## src/rtl/cpu_gen2_pkg.sv

```systemverilog
// Shared encodings for the cpu_gen2 core: FSM states, opcodes, ALU ops, flag bits.
package cpu_gen2_pkg;

  localparam int unsigned DATA_W  = 8;
  localparam int unsigned STATE_W = 4;

  localparam logic [3:0] S_IDLE    = 4'd0;
  localparam logic [3:0] S_FETCH   = 4'd1;
  localparam logic [3:0] S_WAIT    = 4'd2;
  localparam logic [3:0] S_OPLOAD  = 4'd3;
  localparam logic [3:0] S_DECODE  = 4'd4;
  localparam logic [3:0] S_WAIT2   = 4'd5;
  localparam logic [3:0] S_OPLOAD2 = 4'd6;
  localparam logic [3:0] S_EXEC    = 4'd7;
  localparam logic [3:0] S_WAIT3   = 4'd8;
  localparam logic [3:0] S_MEMLOAD = 4'd9;
  localparam logic [3:0] S_TXWAIT  = 4'd10;
  localparam logic [3:0] S_RXWAIT  = 4'd11;

  localparam logic [2:0] ALU_ADD = 3'd0;
  localparam logic [2:0] ALU_ADC = 3'd1;
  localparam logic [2:0] ALU_SUB = 3'd2;
  localparam logic [2:0] ALU_SBC = 3'd3;
  localparam logic [2:0] ALU_AND = 3'd4;
  localparam logic [2:0] ALU_OR  = 3'd5;
  localparam logic [2:0] ALU_XOR = 3'd6;
  localparam logic [2:0] ALU_CMP = 3'd7;

  localparam logic [7:0] OP_HLT = 8'h00;
  localparam logic [7:0] OP_OUT = 8'h01;
  localparam logic [7:0] OP_IN  = 8'h02;
  localparam logic [7:0] OP_CLF = 8'h03;
  localparam logic [7:0] OP_RTS = 8'h04;

  localparam logic [7:0] MOV_MASK = 8'hF0;
  localparam logic [7:0] MOV_BASE = 8'h10;
  localparam logic [7:0] ALU_MASK = 8'hC0;
  localparam logic [7:0] ALU_BASE = 8'h40;
  localparam logic [7:0] REG_MASK = 8'hFC;
  localparam logic [7:0] LDI_BASE = 8'h80;
  localparam logic [7:0] LD_BASE  = 8'h84;
  localparam logic [7:0] ST_BASE  = 8'h88;
  localparam logic [7:0] JSR_MASK = 8'hF8;
  localparam logic [7:0] JSR_BASE = 8'hA0;

  localparam logic [7:0] OP_BRA  = 8'h90;
  localparam logic [7:0] OP_BRZ  = 8'h91;
  localparam logic [7:0] OP_BRNZ = 8'h92;
  localparam logic [7:0] OP_BRC  = 8'h93;
  localparam logic [7:0] OP_BRNC = 8'h94;

  localparam int unsigned FLAG_Z = 0;
  localparam int unsigned FLAG_C = 1;

  function automatic logic op_match(input logic [7:0] op, input logic [7:0] mask,
                                    input logic [7:0] base);
    return (op & mask) == base;
  endfunction

endpackage

```

## src/rtl/cpu_gen2_alu.sv

```systemverilog
// Combinational 8-bit ALU; carry_out is carry for adds and borrow for subtracts.
module cpu_gen2_alu
  import cpu_gen2_pkg::*;
(
  input  logic [7:0] a,
  input  logic [7:0] b,
  input  logic       cin,
  input  logic [2:0] op,
  output logic [7:0] result,
  output logic       carry_out,
  output logic       zero
);

  logic       cin_eff;
  logic [8:0] sum;
  logic [8:0] diff;

  always_comb begin
    cin_eff   = (op == ALU_ADC || op == ALU_SBC) ? cin : 1'b0;
    sum       = {1'b0, a} + {1'b0, b} + {8'd0, cin_eff};
    // 9-bit difference goes negative exactly when a < b + cin
    diff      = {1'b0, a} - {1'b0, b} - {8'd0, cin_eff};
    result    = '0;
    carry_out = 1'b0;
    case (op)
      ALU_ADD, ALU_ADC: begin
        result    = sum[7:0];
        carry_out = sum[8];
      end
      ALU_SUB, ALU_SBC, ALU_CMP: begin
        result    = diff[7:0];
        carry_out = diff[8];
      end
      ALU_AND: result = a & b;
      ALU_OR:  result = a | b;
      default: result = a ^ b;
    endcase
    zero = (result == 8'd0);
  end

endmodule

```

## src/rtl/cpu_gen2.sv

```systemverilog
// Second-generation 8-bit sequential CPU: register file, ALU, conditional branches,
// JSR/RTS over a bounded return stack with overflow/underflow fault.
module cpu_gen2
  import cpu_gen2_pkg::*;
#(
  parameter int unsigned addr_width  = 9,
  parameter int unsigned nregs       = 4,
  parameter int unsigned stack_depth = 4
) (
  input  logic                  clk,
  input  logic                  rst,
  input  logic                  run,
  input  logic [addr_width-1:0] startaddr,
  input  logic [7:0]            dread,
  output logic [addr_width-1:0] c_raddr,
  output logic [addr_width-1:0] c_waddr,
  output logic [7:0]            dwrite,
  output logic                  write_en,
  output logic [7:0]            tx_byte,
  output logic                  transmit,
  input  logic                  is_transmitting,
  input  logic                  received,
  input  logic [7:0]            rx_byte,
  output logic                  halted,
  output logic                  fault,
  output logic                  led
);

  localparam int unsigned AW    = addr_width;
  localparam int unsigned SPW   = $clog2(stack_depth + 1);
  localparam int unsigned SLOTS = 1 << SPW;

  logic [STATE_W-1:0] state, state_d;
  logic [AW-1:0]      pc, pc_d;
  logic [7:0]         opcode, opcode_d, operand, operand_d;
  logic [1:0]         flags, flags_d;
  logic [SPW-1:0]     sp, sp_d, sp_dec;
  logic [7:0]         regs [4];
  logic [AW-1:0]      stack [SLOTS];

  logic               reg_we;
  logic [1:0]         reg_wsel;
  logic [7:0]         reg_wdata;
  logic               push;

  logic [AW-1:0]      c_raddr_d, c_waddr_d;
  logic [7:0]         dwrite_d, tx_byte_d;
  logic               write_en_d, transmit_d, halted_d, fault_d, led_d;

  logic [AW-1:0]      pc_inc, br_target, jsr_target;
  logic               br_taken;
  logic [1:0]         rs, rd;
  logic [7:0]         alu_result;
  logic               alu_carry, alu_zero;

  function automatic logic reg_ok(input logic [1:0] idx);
    return (nregs == 4) || !idx[1];
  endfunction

  assign rs         = opcode[1:0];
  assign rd         = opcode[3:2];
  assign sp_dec     = SPW'(sp - 1'b1);
  assign pc_inc     = AW'(pc + 1'b1);
  // operand is a signed displacement from the address just past it
  assign br_target  = AW'(pc + AW'($signed(operand)));
  assign jsr_target = AW'({opcode[2:0], operand});

  cpu_gen2_alu u_alu (
    .a         (regs[0]),
    .b         (regs[rs]),
    .cin       (flags[FLAG_C]),
    .op        (opcode[5:3]),
    .result    (alu_result),
    .carry_out (alu_carry),
    .zero      (alu_zero)
  );

  always_comb begin
    case (opcode)
      OP_BRA:  br_taken = 1'b1;
      OP_BRZ:  br_taken = flags[FLAG_Z];
      OP_BRNZ: br_taken = !flags[FLAG_Z];
      OP_BRC:  br_taken = flags[FLAG_C];
      OP_BRNC: br_taken = !flags[FLAG_C];
      default: br_taken = 1'b0;
    endcase
  end

  // Next-state and next-output logic
  always_comb begin
    state_d    = state;
    pc_d       = pc;
    opcode_d   = opcode;
    operand_d  = operand;
    flags_d    = flags;
    sp_d       = sp;
    fault_d    = fault;
    c_raddr_d  = c_raddr;
    c_waddr_d  = c_waddr;
    dwrite_d   = dwrite;
    tx_byte_d  = tx_byte;
    write_en_d = 1'b0;
    transmit_d = 1'b0;
    halted_d   = 1'b0;
    led_d      = 1'b0;
    reg_we     = 1'b0;
    reg_wsel   = rs;
    reg_wdata  = operand;
    push       = 1'b0;

    case (state)
      S_IDLE: begin
        if (run) begin
          pc_d    = startaddr;
          sp_d    = '0;
          fault_d = 1'b0;
          led_d   = 1'b1;
          state_d = S_FETCH;
        end
      end
      S_FETCH: begin
        c_raddr_d = pc;
        state_d   = S_WAIT;
      end
      S_WAIT: state_d = S_OPLOAD;
      S_OPLOAD: begin
        opcode_d = dread;
        pc_d     = pc_inc;
        state_d  = S_DECODE;
      end
      S_DECODE: begin
        c_raddr_d = pc;
        state_d   = S_FETCH;
        if (opcode[7]) begin
          state_d = S_WAIT2;
        end else if (opcode == OP_HLT) begin
          halted_d = 1'b1;
          state_d  = S_IDLE;
        end else if (opcode == OP_OUT) begin
          state_d = S_TXWAIT;
        end else if (opcode == OP_IN) begin
          state_d = S_RXWAIT;
        end else if (opcode == OP_CLF) begin
          flags_d = '0;
        end else if (opcode == OP_RTS) begin
          if (sp == '0) begin
            fault_d  = 1'b1;
            halted_d = 1'b1;
            state_d  = S_IDLE;
          end else begin
            sp_d = sp_dec;
            pc_d = stack[sp_dec];
          end
        end else if (op_match(opcode, MOV_MASK, MOV_BASE)) begin
          if (reg_ok(rd) && reg_ok(rs)) begin
            reg_we    = 1'b1;
            reg_wsel  = rd;
            reg_wdata = regs[rs];
          end
        end else if (op_match(opcode, ALU_MASK, ALU_BASE)) begin
          if (reg_ok(rs)) begin
            flags_d[FLAG_Z] = alu_zero;
            flags_d[FLAG_C] = alu_carry;
            if (opcode[5:3] != ALU_CMP) begin
              reg_we    = 1'b1;
              reg_wsel  = 2'd0;
              reg_wdata = alu_result;
            end
          end
        end
      end
      S_WAIT2: state_d = S_OPLOAD2;
      S_OPLOAD2: begin
        operand_d = dread;
        pc_d      = pc_inc;
        state_d   = S_EXEC;
      end
      S_EXEC: begin
        state_d = S_FETCH;
        if (op_match(opcode, REG_MASK, LDI_BASE)) begin
          reg_we = reg_ok(rs);
        end else if (op_match(opcode, REG_MASK, LD_BASE)) begin
          if (reg_ok(rs)) begin
            c_raddr_d = AW'(operand);
            state_d   = S_WAIT3;
          end
        end else if (op_match(opcode, REG_MASK, ST_BASE)) begin
          if (reg_ok(rs)) begin
            c_waddr_d  = AW'(operand);
            dwrite_d   = regs[rs];
            write_en_d = 1'b1;
          end
        end else if (op_match(opcode, JSR_MASK, JSR_BASE)) begin
          if (sp == SPW'(stack_depth)) begin
            fault_d  = 1'b1;
            halted_d = 1'b1;
            state_d  = S_IDLE;
          end else begin
            push = 1'b1;
            sp_d = SPW'(sp + 1'b1);
            pc_d = jsr_target;
          end
        end else if (br_taken) begin
          pc_d = br_target;
        end
      end
      S_WAIT3: state_d = S_MEMLOAD;
      S_MEMLOAD: begin
        reg_we    = reg_ok(rs);
        reg_wdata = dread;
        state_d   = S_FETCH;
      end
      S_TXWAIT: begin
        if (!is_transmitting) begin
          tx_byte_d  = regs[0];
          transmit_d = 1'b1;
          state_d    = S_FETCH;
        end
      end
      S_RXWAIT: begin
        if (received) begin
          reg_we    = 1'b1;
          reg_wsel  = 2'd0;
          reg_wdata = rx_byte;
          state_d   = S_FETCH;
        end
      end
      default: state_d = S_IDLE;
    endcase
  end

  always_ff @(posedge clk or negedge rst) begin
    if (!rst) begin
      state    <= S_IDLE;
      pc       <= '0;
      opcode   <= '0;
      operand  <= '0;
      flags    <= '0;
      sp       <= '0;
      fault    <= 1'b0;
      c_raddr  <= '0;
      c_waddr  <= '0;
      dwrite   <= '0;
      tx_byte  <= '0;
      write_en <= 1'b0;
      transmit <= 1'b0;
      halted   <= 1'b0;
      led      <= 1'b0;
    end else begin
      state    <= state_d;
      pc       <= pc_d;
      opcode   <= opcode_d;
      operand  <= operand_d;
      flags    <= flags_d;
      sp       <= sp_d;
      fault    <= fault_d;
      c_raddr  <= c_raddr_d;
      c_waddr  <= c_waddr_d;
      dwrite   <= dwrite_d;
      tx_byte  <= tx_byte_d;
      write_en <= write_en_d;
      transmit <= transmit_d;
      halted   <= halted_d;
      led      <= led_d;
    end
  end

  always_ff @(posedge clk or negedge rst) begin
    if (!rst) begin
      for (int i = 0; i < 4; i++) regs[i] <= '0;
    end else if (reg_we) begin
      regs[reg_wsel] <= reg_wdata;
    end
  end

  // Return addresses need no reset; sp alone defines which entries are live
  always_ff @(posedge clk) begin
    if (push) stack[sp] <= pc;
  end

endmodule

```

## config.mk

```make
export PLATFORM = sky130hd
export DESIGN_NAME = cpu_gen2
export DESIGN_NICKNAME = d
export VERILOG_FILES = /design/src/rtl/cpu_gen2_pkg.sv /design/src/rtl/cpu_gen2_alu.sv /design/src/rtl/cpu_gen2.sv
export SDC_FILE = /design/constraint.sdc
export NUM_CORES = 1
export LEC_CHECK = 0
export BUFFER_PORTS_ARGS = -buffer_cell sky130_fd_sc_hd__buf_4
export CORE_MARGIN = 4
export CORE_UTILIZATION = 42
export DETAILED_ROUTE_END_ITERATION = 10
export PLACE_DENSITY = 0.6
export RECOVER_POWER = 100
export SETUP_SLACK_MARGIN = 0.4
export SLEW_MARGIN = 20
export SYNTH_ARGS = -nofsm -noshare
export SYNTH_HDL_FRONTEND = slang
export SYNTH_HIERARCHICAL = 1
export SYNTH_SLANG_ARGS = --single-unit
```

## constraint.sdc

```tcl
create_clock -name clk -period 8.2 [get_ports clk]
set_clock_uncertainty 0.15 [all_clocks]
set_input_delay 0.82 -clock clk [delete_from_list [all_inputs] [get_ports clk]]
set_output_delay 0.82 -clock clk [all_outputs]
set_load 0.01 [all_outputs]
```

==> flow_metrics.env <==
export IMPL_final_nets=1008
export IMPL_core_area_mm2=0.0236
export IMPL_path_max_fanout=39
export IMPL_start_kind="primary input"
export IMPL_clockBufferDepth=2
export IMPL_hold_buffers=0
export IMPL_synth_seq_cells=176
export IMPL_synth_edf_count=72
export IMPL_post_dp_hpwl_um=19500
export IMPL_die_w_um=163
export IMPL_synth_distinct_cells=87
export IMPL_ir_drop_uv=159
export IMPL_rsz0062_at_grt="false"
export IMPL_finalHoldViolCount=0
export IMPL_grt_antenna_before_repair=0
export IMPL_critPathRequiredTime_ps=8190
export IMPL_area_growth_pct=11.2
export IMPL_finalInstanceArea_mm2=0.0112
export IMPL_pin_count=69
export IMPL_fp_dieH_um=163
export IMPL_cp_cell_sequence="clkbuf_1 -> clkbuf_1 -> clkbuf_1"
export IMPL_maxSlewViolCount=139
export IMPL_place_area_mm2=0.0109
export IMPL_fin_setup_tns_ps=0
export IMPL_cts_tree="built"
export IMPL_violations="capacitance limit, slew limit"
export IMPL_avgRoutedWirePerCell_um=21.7
export IMPL_via_per_inst=5.84
export IMPL_grt_ovfl_total=0
export IMPL_synth_nets=954
export IMPL_synth_largest_area_cell="dfrtp_1"
export IMPL_p_per_area_mw_per_mm2=450
export IMPL_crit_slowest_cell="clkbuf_1"
export IMPL_clock_latency_ps=440
export IMPL_port_buffers=67
export IMPL_relSlewSlack_pct=-46.2
export IMPL_cp_top_family="buffers and inverters"
export IMPL_worstSetupEndpointType="async pin"
export IMPL_arrival_ps=5240
export IMPL_drt_pass1_iter_count=6
export IMPL_synthTopCellsByArea="dfrtp_1 (26%), edfxtp_1 (21%), mux4_2 (5.8%), ha_1 (5.3%), mux2_1 (3.8%)"
export IMPL_leakagePower_nw=4.48
export IMPL_die_area_mm2=0.0266
export IMPL_worst_slack_ps=2950
export IMPL_synth_area_mm2=0.0101
export IMPL_syn_inst=876
export IMPL_drc=0
export IMPL_place_gp_congestion=0.885
export IMPL_netlist_area_leader_share_pct=25.7
export IMPL_tightest_slew_ps=2190
export IMPL_status="finished, violations left"
export IMPL_cts_made_buffers=17
export IMPL_period_share_pct=64.0
export IMPL_clk_pin_slew_worst_paths_ps=80
export IMPL_synth_seq_area_share_pct=47.1
export IMPL_dr_first_iter_drc_count=711
export IMPL_async_reset_ff_share_pct=59.1
export IMPL_start_util_pct=42.8
export IMPL_grt_usage_pct=21.1
export IMPL_n_fill_cell=2232
export IMPL_root_buffer="clkbuf_16"
export IMPL_ys_warn_count=6
export IMPL_fp_row_count=56
export IMPL_cts_sinks=176
export IMPL_postRouteAntennaNets=0
export IMPL_grt_pass1_vias=7267
export IMPL_grt_pass1_wl_um=43000
export IMPL_cpMostUsedCell="clkbuf_1"
export IMPL_syn_avg_cell_area_um2=11.5
export IMPL_cts_setup_buffers=0
export IMPL_vias=7366
export IMPL_grt_start_max_net_pins=78
export IMPL_worst_setup_path_type="in -> async"
export IMPL_timing_fmax_mhz=191
export IMPL_max_stage_delay_ps=1640
export IMPL_cts_resized=0
export IMPL_worstHoldPathType="reg -> reg"
export IMPL_crit_buf_inv=3
export IMPL_cap_violations=6
export IMPL_ys_flop_type="dfrtp_1"
export IMPL_drive_gt1_share_pct=13.8
export IMPL_h_tree_depth=4
export IMPL_drt_total_wl_um=27400
export IMPL_antenna_cells=0
export IMPL_min_period_ps=5250
export IMPL_setup_viol=0
export IMPL_dp_slack_ps=3680
## state kept, by name, summed over array words and instances, names as in the netlist
name	cells
state	4
operand	8
flags	2
write_en	1
pc	9
halted	1
opcode	8
c_waddr	8
transmit	1
c_raddr	9
regs	32
stack	72
led	1
tx_byte	8
sp	3
fault	1
dwrite	8
## cell usage in the layout (no fill, tap or decap), types with 9 or more instances in the layout
cell       netlist  routed
dfrtp_1        104     104
edfxtp_1        72      72
nor2_1          62      63
nand2_1         63      63
o21ai_0         50      53
inv_1           47      47
clkbuf_1        21      45
ha_1            43      43
mux2_1          34      40
buf_4            4      33
mux4_2          26      26
a21oi_1         20      21
nor3_1          18      18
mux2_2          21      18
o221ai_1        17      17
a31oi_1         16      17
clkbuf_16        0      17
xnor2_1         15      15
nand2b_1        14      14
a22oi_1         14      14
mux2i_1         13      13
xor2_1          10      10
o22ai_1         10      10
nand3_1          9       9
a211oi_1         9       9
a21o_1           9       9
## routing by layer
| metal | wire length, um | track usage [%] |
|---|---|---|
| met1 | 13700 | 33.2 |
| met5 | 0 | 0 |
| met2 | 11800 | 30.4 |
| met3 | 1420 | 2.67 |
| met4 | 448 | 6.14 |
## where the power goes
group / switching [mW] / internal [mW]
combinational: 1.58 / 1.14
clock: 0.394 / 0.409
sequential: 0.373 / 1.16
total: 2.35 / 2.71
## cells in the mapped netlist, drive strengths merged (14+ instances only)
master / number
dfrtp: 104
edfxtp: 72
nor2: 66
nand2: 63
mux2: 59
o21ai: 58
inv: 47
ha: 43
mux4: 26
a21oi: 22
buf: 22
clkbuf: 21
nor3: 19
a31oi: 17
o221ai: 17
xnor2: 15
a22oi: 14
nand2b: 14
## worst paths after layout
check	startpoint	endpoint	slack [ps]	cells after the start
worst min register to register	regs[22]	regs[22]	340	1
worst max register to register	state[0]	regs[24]	3570	7
worst max-delay path	rst	c_waddr[3]	2950	3
min in group asynchronous	rst	tx_byte[2]	640	1
max in group clk	state[0]	regs[24]	3570	7
worst min-delay path	regs[22]	regs[22]	340	1
## kinds of logic after synthesis
group | after synthesis | synth area share (%)
AND/OR/NAND/NOR | 223 | 11.6
XOR/XNOR | 25 | 2.17
flip-flops | 176 | 47.1
other | 1 | 0.0371
adder cells (fa/ha/maj) | 48 | 6.31
multiplexers | 98 | 13.8
buffers and inverters | 90 | 3.88
AO/OA/AOI/OAI | 215 | 15.1
## final cells by class
cell class / count / area, um2 / area share [%]
timing repair buffer: 78 / 417 / 3.71
clock inverter: 15 / 161 / 1.44
clock buffer: 17 / 425 / 3.78
tap: 319 / 399 / 3.55
sequential: 176 / 4760 / 42.4
multi-input combinational: 610 / 4900 / 43.6
inverter: 47 / 176 / 1.57
## metrics by stage
step | hold slack [ps] | utilization [%] | std cells | total power, mW
2_1_floorplan | 302 | - | 876 | 3.56
3_3_place_gp | 314 | 46.1 | 1229 | 4.30
4_1_cts | 150 | 48.6 | 1261 | 5.15
3_5_place_dp | 321 | 46.1 | 1229 | 4.32
5_1_grt | 346 | 47.6 | 1262 | 5.45
6_report | 335 | 47.6 | 1262 | 5.06
(Power assumes the default switching activity.)
